[src/rtl/serial_subtractor.sv]
`default_nettype none
// ============================================================================
// Module   : serial_subtractor
// Brief    : Bit-serial N-bit add/subtract unit (LSB first, one bit per clock)
//            built around a 1-bit full add/subtract cell and a carry/borrow flop.
// Revision : 1.0 - initial release
// ============================================================================
module serial_subtractor #(
  parameter int WIDTH = 8
) (
  input  logic             clk,
  input  logic             rst,
  input  logic             start,
  input  logic             op,
  input  logic [WIDTH-1:0] a,
  input  logic [WIDTH-1:0] b,
  output logic             busy,
  output logic             done,
  output logic [WIDTH-1:0] result,
  output logic             cb_out,
  output logic             ser_bit,
  output logic             ser_valid
);

  localparam int CW = $clog2(WIDTH);
  localparam logic [CW-1:0] c_last_count = CW'(WIDTH - 1);

  typedef enum logic [1:0] {
    S_IDLE  = 2'd0,
    S_SHIFT = 2'd1,
    S_DONE  = 2'd2
  } state_t;

  state_t           r_state;
  logic [WIDTH-1:0] r_a_sh;
  logic [WIDTH-1:0] r_b_sh;
  logic [WIDTH-1:0] r_result;
  logic [CW-1:0]    r_count;
  logic             r_op;
  logic             r_cb;

  logic w_x;
  logic w_y;
  logic w_bit;
  logic w_cb_next;

  // 1-bit full add/subtract cell; the same sum/difference bit serves both ops
  always_comb begin
    w_x   = r_a_sh[0];
    w_y   = r_b_sh[0];
    w_bit = w_x ^ w_y ^ r_cb;
    if (r_op) begin
      w_cb_next = (~w_x & w_y) | (r_cb & ~(w_x ^ w_y));
    end else begin
      w_cb_next = (w_x & w_y) | (r_cb & (w_x ^ w_y));
    end
  end

  always_ff @(posedge clk) begin
    if (rst) begin
      r_state  <= S_IDLE;
      r_count  <= '0;
      r_cb     <= 1'b0;
      r_op     <= 1'b0;
      r_a_sh   <= '0;
      r_b_sh   <= '0;
      r_result <= '0;
    end else begin
      case (r_state)
        S_IDLE: begin
          if (start) begin
            r_a_sh  <= a;
            r_b_sh  <= b;
            r_op    <= op;
            r_cb    <= 1'b0;
            r_count <= '0;
            r_state <= S_SHIFT;
          end
        end
        S_SHIFT: begin
          // New bit enters at the MSB so bit 0 lands at the LSB after WIDTH shifts
          r_result <= {w_bit, r_result[WIDTH-1:1]};
          r_a_sh   <= r_a_sh >> 1;
          r_b_sh   <= r_b_sh >> 1;
          r_cb     <= w_cb_next;
          r_count  <= r_count + CW'(1);
          if (r_count == c_last_count) begin
            r_state <= S_DONE;
          end
        end
        S_DONE: begin
          r_state <= S_IDLE;
        end
        default: begin
          r_state <= S_IDLE;
        end
      endcase
    end
  end

  assign busy      = (r_state != S_IDLE);
  assign done      = (r_state == S_DONE);
  assign ser_valid = (r_state == S_SHIFT);
  // The cell output is only meaningful while shifting; the leftover flop value in IDLE must not leak
  assign ser_bit   = ser_valid & w_bit;
  assign result    = r_result;
  assign cb_out    = r_cb;

endmodule
`default_nettype wire

[config.mk]
export PLATFORM = sky130hd
export DESIGN_NAME = serial_subtractor
export DESIGN_NICKNAME = d
export VERILOG_FILES = /design/src/rtl/serial_subtractor.sv
export SDC_FILE = /design/constraint.sdc
export NUM_CORES = 1
export LEC_CHECK = 0
export CAP_MARGIN = 5
export CORE_ASPECT_RATIO = 1.75
export CORE_MARGIN = 5
export CORE_UTILIZATION = 54
export DETAILED_ROUTE_END_ITERATION = 8
export PLACE_DENSITY_LB_ADDON = 0.12
export REMOVE_ABC_BUFFERS = 1
export SKIP_CTS_REPAIR_TIMING = 1
export SLEW_MARGIN = 20
export SYNTH_ARGS = -nofsm -noshare
export SYNTH_HDL_FRONTEND = slang
export SYNTH_SLANG_ARGS = --single-unit
[constraint.sdc]
create_clock -name clk -period 3.7 [get_ports clk]
set_input_delay 0.37 -clock clk [delete_from_list [all_inputs] [get_ports clk]]
set_output_delay 0.37 -clock clk [all_outputs]
set_load 0.03 [all_outputs]
# ---- After elaboration in Yosys (flattened, before gate mapping)
# Cells that the tools add are included.
dict set report op_classes {
  addsub 1
  eq_ne 5
  muxes 12
  bitwise_logic 11
  reduce_logical 6
}
# cell n
set ops {}
lappend ops {{$pmux 8 s2} 2}
lappend ops {{$mux 8} 2}
lappend ops {{$pmux 3 s2} 1}
lappend ops {{$reduce_and 2->1} 3}
lappend ops {{$and 1x1->1} 5}
lappend ops {{$mux 2} 2}
lappend ops {{$pmux 2 s2} 1}
lappend ops {{$reduce_bool 2->1} 2}
lappend ops {{$add 3x1->3 const B} 1}
lappend ops {{$eq 3x3->1 const B} 1}
lappend ops {{$mux 3} 1}
lappend ops {{$eq 2x1->1 const B} 1}
lappend ops {{$eq 2x2->1 const B} 1}
lappend ops {{$logic_not 2->1} 1}
lappend ops {{$mux 1} 2}
lappend ops {{$ne 2x1->1 const B} 1}
lappend ops {{$ne 2x2->1 const B} 1}
lappend ops {{$not 1->1} 2}
lappend ops {{$or 1x1->1} 2}
lappend ops {{$pmux 1 s2} 1}
lappend ops {{$xor 1x1->1} 2}
dict set report word_totals {
  reg_bits 31
  input_bits 20
  out_inout_bits 13
  word_cells 42
}

# ---- Depth between registers and ports, before layout
dict set report logic_depth {
  ltp_word 6
  mapped_depth 7
  mapped_depth_nobuf 5
}

# ---- Worst setup path before layout
# OpenSTA, ideal clock, no wires.
dict set report synth_path {
  path_kind {register to output}
  startpoint {reg r_cb, in the netlist cb_out}
  endpoint {out ser_bit}
  arrival_ns 1.454
  required_time_ns 3.330
  path_slack_ns 1.876
  path_stages_with_launch 3
  n_path_buf 0
  cell_sequence {dfxtp_1 -> fa_1 -> nor2_1}
}
dict set report synth_between {
  elab_chain_len 2
}
# element line
set synth_lines {}
lappend synth_lines {{start, declared} 40} ;# logic r_cb;
lappend synth_lines {{start signal, assigned} 85} ;# r_cb <= w_cb_next;
lappend synth_lines {{$xor 1x1->1} 51} ;# w_bit = w_x ^ w_y ^ r_cb;
lappend synth_lines {{$and 1x1->1} 105} ;# assign ser_bit = ser_valid & w_bit;
lappend synth_lines {{end, declared} 21} ;# output logic ser_bit,
# Every way passes these cells.

# ---- Final worst setup path
dict set report layout_path {
  startpoint {reg r_a_sh[0]}
  endpoint {out ser_bit}
}
dict set report layout_between {
  elab_chain_len 3
}
# element line
set layout_lines {}
lappend layout_lines {{start, declared} 35} ;# logic [WIDTH-1:0] r_a_sh;
lappend layout_lines {{start signal, assigned} 83} ;# r_a_sh <= r_a_sh >> 1;
lappend layout_lines {{$xor 1x1->1 (2 in series)} 51}
lappend layout_lines {{$and 1x1->1} 105}
# Every way passes these cells.

==> impl_results.md <==
* CP startpoint kind: register
* Critical path endpoint category: output port
* Clock Sink Count at 31
* M2 GR Usage at between 20 and 30%
* WHS at roughly 0.47 ns
* Setup_tns at 0 ns
* Via density at 5.507
* Synthesized flop and latch total at 31
* Routability cong. at approximately 0.73
* Routed wire length at 2925 um
* Reg-to-reg setup timing slack at 2.01 ns
* CTS tree: done
* Syn-to-layout area delta at 22.01%
* Post-DP Area at 0.001814 mm2
* Drc violations at 0
* Final Max Slew Viols at 0
* Post-placement cell count at just under 200
* Hold path depth at 2
* Filler Cells Inserted at roughly 230
* Commonest cells after routing, fill and taps aside: 32 x clkdlybuf4s50_1, 31 x dfxtp_1, 16 x mux2i_1, 16 x a211oi_2
* Syn. warnings at 0
* Fin crit period at roughly 2.4 ns
* Crit path DAT at 2.03 ns
* Critical path's slowest cell: clkdlybuf4s50_1
* Detailed Route Iter0 Violations at 14
* Setup Skew at ~0.003 ns
* Core Box Area at between 0.002 and 0.003 mm2
* Die X at just over 50 um
* Synthesized area at between 0.0015 and 0.002 mm2
* Maximum vdd drop at roughly 290 uV
* PortBufs at 32
* End-of-flow core utilization at about 69%
* Status: finished clean
* Sequential area share after synthesis at between 40% and 50%
* RSZ-0062 raised after global routing: false
* Clock Path Buffers at 2
* I/O pins at 33
* Reg clk slew, reported paths at around 0.050 ns
* Initial DRT Pass Iterations at 4
* Reg2Reg Depth at 4
* Met3 Use GR at 6.606%
* # diodes at 0
* Layout cells sized above 1 at ~26%
* Top Usage Layer GRT: met2
* Crit path kind: register to output port
* Met1 Resource Use GR at ~17%
* H-tree depth at 2
* Hold Crit Class: register to register
* Crit-path cells: inv_1, fa_1, nor2_1, clkdlybuf4s50_1
* Worst hold start: result[4]
* Initial core utilization at between 50% and 60%
* Crit share post-route at about two thirds
* # Max-Cap Violations at 0
* Leading cell type in the layout, fill and taps excluded: clkdlybuf4s50_1
* Worst-Margin Slew at ~0.55 ns
* GRT Overall Usage at between 10% and 20%
* Fin cells at 203
* Slew headroom at between 60% and 70%
* CTS buffer count at 5
* P_leak at around 0.68 nW
* Achievable clock frequency at between 400 and 500 MHz
* Die area at between 0.004 and 0.005 mm2
* Clock Tree Root: clkbuf_8
* Yosys cell types at 31
* Grt ovf at 0
* Power density cells at between 300 and 400 mW/mm2
* Slowest stage delay, CP at between 0.6 and 0.7 ns
* # rows at 25
* First-pass GRT wire length at 5078 um
* R2r endpoint: r_a_sh[0]
* Avg Inst Size Synth at ~11 um2
* Fin. Hold Viols at 0
* Crit path required time at about 3.3 ns
* Final #Nets at approximately 200
* WL per Instance at between 10 and 15 um
* Largest net degree at the start of global routing at 31
* CP max FO at 2
* Later-pin clock latency in the skew report at around 0.28 ns
* DPL Wire Length at 2158 um
* Initial antenna violation count at 0
* RR Startpoint: r_state[0]
* DRT antenna net count at 0
* Final setup violation count at 0
* Die Y at between 80 and 90 um
* WHS Endpoint: result[3]
* Vias in the first global route at 1161
* Syn Inst Count at ~150
* Vias at 1118
* Critical path origin: r_a_sh[0]
* Design area at 0.001887 mm2
## report_power, final
| part | total (mW) | switching, mW | internal [mW] |
|---|---|---|---|
| clock | 0.231 | 0.106 | 0.125 |
| combinational | 0.133 | 0.0685 | 0.0642 |
| sequential | 0.368 | 0.0143 | 0.354 |
| total | 0.731 | 0.189 | 0.543 |
## how the worst max path moves through the flow
stage | endpoint | slack, ns
finish | ser_bit | 1.30
floorplan | ser_bit | 1.74
detailed placement | ser_bit | 1.58
global route | ser_bit | 1.20
CTS | ser_bit | 1.27
global placement | ser_bit | 1.61
## stage by stage
step | power (mW) | setup slack [ns]
6_report | 0.7313 | 1.298
5_1_grt | 0.7743 | 1.196
4_1_cts | 0.7455 | 1.268
3_5_place_dp | 0.5093 | 1.584
3_3_place_gp | 0.5040 | 1.615
2_1_floorplan | 0.4561 | 1.745
## synth_stat cells
| library cell | instances | share of area [%] |
|---|---|---|
| inv_1 | 4 | 0.97 |
| ha_1 | 2 | 1.6 |
| nor2_2 | 14 | 5.7 |
| a211oi_2 | 16 | 13 |
| buf_4 | 3 | 1.5 |
| a21oi_1 | 9 | 2.9 |
| nand2b_4 | 1 | 0.89 |
| a22oi_2 | 1 | 0.81 |
| a21oi_2 | 1 | 0.57 |
| o32ai_2 | 1 | 1.1 |
| buf_8 | 1 | 0.97 |
| nor3_1 | 2 | 0.65 |
| fa_1 | 2 | 2.6 |
| o21ai_0 | 2 | 0.65 |
| mux2i_1 | 16 | 10 |
| a22oi_1 | 1 | 0.49 |
| inv_8 | 1 | 0.73 |
| nor2_1 | 8 | 1.9 |
| nand3b_1 | 2 | 0.97 |
| o21bai_1 | 1 | 0.49 |
| nand2_1 | 14 | 3.4 |
| nand2b_1 | 1 | 0.40 |
| nor3b_1 | 1 | 0.49 |
| buf_12 | 1 | 1.3 |
| clkbuf_1 | 2 | 0.49 |
| buf_2 | 2 | 0.65 |
| or2_2 | 1 | 0.40 |
| o21ba_4 | 1 | 1.1 |
| nor2b_1 | 2 | 0.81 |
| dfxtp_1 | 31 | 40 |
| buf_6 | 3 | 2.2 |
## flip-flops by register name, summed over array words and instances (netlist names)
name / cells
r_a_sh: 8
r_op: 1
r_b_sh: 8
r_state: 2
cb_out: 1
r_count: 3
result: 8
## per-layer routing
| metal | routed length, um | vias up |
|---|---|---|
| li1 | - | 558 |
| met4 | 71 | 0 |
| met1 | 1117 | 522 |
| met2 | 1511 | 32 |
| met3 | 224 | 6 |
| met5 | 0 | - |
## cells by family after synthesis
group	Yosys count	synth area share [%]
muxes	16	10.36
adders and majority gates	4	4.207
AOI/OAI and AO/OA	33	20.96
and+or+nand+nor	46	15.61
buffers and inverters	17	8.737
DFF	31	40.13
## layout make-up
type | instances | area (um2) | share of cell area, %
well taps | 27 | 33.78 | 1.790
repair buffers | 35 | 342.8 | 18.17
flip-flops and latches | 31 | 620.6 | 32.89
inverters | 5 | 26.28 | 1.393
clock buffers | 6 | 72.57 | 3.846
multi-input cells | 99 | 790.8 | 41.91
## critical path: cells and delay by family (launching register included)
kind | cells | cell delay [ns]
buf+inv | 2 | 0.77
fa+ha+maj | 1 | 0.52
flops | 1 | 0.35
simple gates | 1 | 0.12
Note: power is estimated with default switching activity, not from simulation.
==> RTL edit 1: new RTL, config.mk and constraints unchanged <==
The 3 states of `state_t` get a one-hot encoding in 3 bits.
--- a/src/rtl/serial_subtractor.sv
+++ b/src/rtl/serial_subtractor.sv
@@ -25,10 +25,10 @@
   localparam int CW = $clog2(WIDTH);
   localparam logic [CW-1:0] c_last_count = CW'(WIDTH - 1);
 
-  typedef enum logic [1:0] {
-    S_IDLE  = 2'd0,
-    S_SHIFT = 2'd1,
-    S_DONE  = 2'd2
+  typedef enum logic [2:0] {
+    S_IDLE  = 3'b001,
+    S_SHIFT = 3'b010,
+    S_DONE  = 3'b100
   } state_t;
 
   state_t           r_state;
Function: same outputs for any inputs over 10 cycles, from zero or initial values and one cycle with rst high; not proved beyond that.
==> RTL edit 1 against the unedited design <==
Cell area is 1.7% lower. Non-clock buffer count fell by 1. Routed wire length is 22% higher. Cell count is 3.4% higher. Largest cell class unchanged. Highest routed layer unchanged. Sequential cell count grew 1. Total power grew 6.1%. Global-route usage increased by 3.5 points. Sequential power up 3%. Area after synthesis shrank 5.0%. Setup slack got worse by 0.38 ns.
==> RTL edit 1: results (changes against the unedited design) <==
timing.hold.ws_ns: 0.466  # was 0.471 ns
muxShareOfSynthArea_pct: 0  # was 10.4%
rrSetupSlack_ns: 1.78  # was 2.01 ns
clk_pin_slew_ns: 0.07  # was 0.05 ns
finClkSkew_ns: 0.00380  # was 0.00301 ns
syn2layout_area_growth_pct: 26.2  # was 22.0%
synth_common_cells: "dfxtp_1 (32), nand2_1 (19), o32ai_1 (15)"  # was dfxtp_1 (31), a211oi_2 (16), mux2i_1 (16)
worstHoldStart: "result[0]"  # was result[4]
dp_slack_ns: 1.23  # was 1.58 ns
vdd_drop_max_v: 0.000366  # was 0.000294 V
critPathMaxFanout: 24  # was 2
place_area_mm2: 0.00176  # was 0.00181 mm2
ys_types: 29  # was 31
gp_congestion: 0.780  # was 0.729
p_leak_nw: 0.633  # was 0.681 nW
n_fill_cell: 212  # was 231
worst_slew_pin_slew_ns: 0.685  # was 0.546 ns
wl_per_cell_um: 17.0  # was 14.4 um
instances_no_fill: 210  # was 203
cp.arrival_ns: 2.41  # was 2.03 ns
intPower_mw: 0.572  # was 0.543 mW
dp.cells: 202  # was 197
outcome: "finished clean"  # unchanged
dp_hpwl_um: 2440  # was 2160 um
worstHoldEndpoint: "result[0]"  # was result[3]
drtIter0Drc: 40  # was 14
yosys-top-cells-area: "dfxtp_1 (44%), a211oi_2 (9.4%), o32ai_1 (8.9%), nand2_1 (4.9%), nor3_1 (4.4%)"  # was dfxtp_1 (40%), a211oi_2 (13%), mux2i_1 (10%), nor2_2 (5.7%), nand2_1 (3.4%)
reg2reg_to: "r_b_sh[0]"  # was r_a_sh[0]
-- RTL edit 1: cell count changes after synthesis, sizes merged, moves of 5 or more --
cell,unedited run,this run
nor3,2,13
nand2,14,19
o32ai,1,15
nor2,22,6
mux2i,16,0
-- RTL edit 1: final cells by class --
class / instances / area share [%]
Multi-Input combinational cell: 103 / 39.1
Inverter: 6 / 1.48
Tap cell: 27 / 1.82
Timing Repair Buffer: 34 / 18.1
Clock buffer: 6 / 4.45
Clock inverter: 2 / 0.540
Sequential cell: 32 / 34.5
-- RTL edit 1: kinds of logic after synthesis --
kind of cell,Yosys count
compound gates,49
fa+ha+maj,4
buf+inv,20
flops,32
simple gates,50
-- RTL edit 1: how the worst max path moves through the flow --
stage          cells past startpoint       start         to  slack [ns]
6_report                           3  r_state[1]  ser_valid        0.92
5_1_grt                            3  r_state[1]  ser_valid        0.80
4_1_cts                            3  r_state[1]  ser_valid        0.92
3_5_place_dp                       3  r_state[1]  ser_valid        1.23
3_3_place_gp                       3  r_state[1]  ser_valid        1.28
2_1_floorplan                      3  r_state[0]  r_a_sh[0]        1.55
-- RTL edit 1: power by group through the flow --
stage / Sequential, mW / Clock, mW / Combinational, mW
after detailed placement: 0.387 / 0 / 0.120
after global routing: 0.383 / 0.301 / 0.133
after CTS: 0.379 / 0.280 / 0.121
after global placement: 0.385 / 0 / 0.116
final: 0.379 / 0.276 / 0.120
after floorplan: 0.384 / 0 / 0.0711
-- RTL edit 1: metal layers --
layer,GRT usage (%),up-vias,share of wire (%)
met5,0,-,0
met4,8.92,0,2.7
met3,5.25,9,6.2
met2,32.8,53,51
met1,23.5,611,40
li1,-,632,-
-- RTL edit 1: worst max-delay path, stage by stage (launching register included) --
cell and delay, ns:
dfxtp_1 0.44, or3b_1 0.68, inv_6 0.29, clkdlybuf4s50_1 0.71
==> RTL edit 2: new RTL, config.mk and constraints unchanged <==
Made on the original files. The parameter `WIDTH` goes from 8 to 16.
--- a/src/rtl/serial_subtractor.sv
+++ b/src/rtl/serial_subtractor.sv
@@ -6,7 +6,7 @@
 // Revision : 1.0 - initial release
 // ============================================================================
 module serial_subtractor #(
-  parameter int WIDTH = 8
+  parameter int WIDTH = 16
 ) (
   input  logic             clk,
   input  logic             rst,
Interface: changed (resized a, b and result); port bits go from 33 to 57. No check against the original RTL was run, so the function may have changed too.
==> RTL edit 2 against the unedited design <==
Routed wire length grew 78%. Setup slack lost 0.048 ns. Utilization shrank 2.1 points. Sequential cell count grew 25. Global-route usage grew 0.81 points. Cell area grew 69%. Area after synthesis grew 71%. Total power grew 66%. Sequential share of layout area grew 2.2 points. Critical endpoint unchanged. Largest cell class unchanged.
==> RTL edit 2: results (changes against the unedited design) <==
outcome: "finished clean"  # unchanged
synth_common_cells: "nand2_1 (62), dfxtp_1 (56), nor2_1 (36)"  # was dfxtp_1 (31), a211oi_2 (16), mux2i_1 (16)
viasPerCell: 5.44  # was 5.51
fin_ws_ns: 1.25  # was 1.30 ns
clk_latency_ns: 0.30  # was 0.28 ns
n_fill_cell: 404  # was 231
p_leak_nw: 1.15  # was 0.681 nW
grt_pass1_vias: 2051  # was 1161
grt_use_met1_pct: 19.6  # was 16.9%
dp.cells: 372  # was 197
clk_pin_slew_ns: 0.08  # was 0.05 ns
gp_congestion: 0.736  # was 0.729
instances_no_fill: 380  # was 203
port_buffers: 56  # was 32
ys_types: 35  # was 31
place_area_mm2: 0.00310  # was 0.00181 mm2
dp_hpwl_um: 3410  # was 2160 um
ys_seq_area_share_pct: 42.3  # was 40.1%
die_area_mm2: 0.00647  # was 0.00408 mm2
grt_max_degree: 54  # was 31
drive_gt1_share_pct: 22.3  # was 25.6%
critPathMaxFanout: 49  # was 2
slew_headroom_pct: 43.1  # was 63.5%
dp_slack_ns: 1.45  # was 1.58 ns
vdd_drop_max_v: 0.000282  # was 0.000294 V
RTL edit 2: metal layers:
| metal | part of all wire (%) | wire (um) |
|---|---|---|
| met5 | 0 | 0 |
| met4 | 1.6 | 82 |
| met3 | 4.4 | 228 |
| met2 | 51 | 2630 |
| met1 | 43 | 2260 |
RTL edit 2: final cells by class:
class | instances | area, um2 | share of cell area (%)
Clock buffer | 8 | 90.1 | 2.82
Inverter | 4 | 22.5 | 0.705
Multi-Input combinational cell | 201 | 1320 | 41.2
Sequential cell | 56 | 1120 | 35.1
Timing Repair Buffer | 59 | 578 | 18.1
Tap cell | 52 | 65.1 | 2.04
RTL edit 2: worst max-delay path, delay by kind of cell (launching register included):
family / cells / cell delay (ns)
buffers and inverters: 2 / 0.99
DFF: 1 / 0.49
and+or+nand+nor: 2 / 0.29
RTL edit 2: cells by family after synthesis:
kind of cell             share of synthesized area (%)
buffers and inverters                             8.45
adder cells (fa/ha/maj)                           1.98
flip-flops                                        42.3
AND/OR/NAND/NOR                                   16.8
AO/OA/AOI/OAI                                     30.1
multiplexers                                     0.378
RTL edit 2: path summary, 6_finish.rpt:
| path | cells past startpoint | start | endpoint | slack [ns] |
|---|---|---|---|---|
| hold / removal | 2 | result[0] | result[0] | 0.46 |
| setup / recovery | 4 | r_state[0] | ser_bit | 1.25 |
| hold reg to reg | 2 | result[0] | result[0] | 0.46 |
| setup reg to reg | 4 | r_state[0] | r_a_sh[10] | 1.88 |
RTL edit 2: report_power, final:
| group | internal (mW) | switching, mW | total [mW] |
|---|---|---|---|
| clock | 0.153 | 0.181 | 0.334 |
| sequential | 0.637 | 0.0239 | 0.661 |
| combinational | 0.0966 | 0.121 | 0.217 |
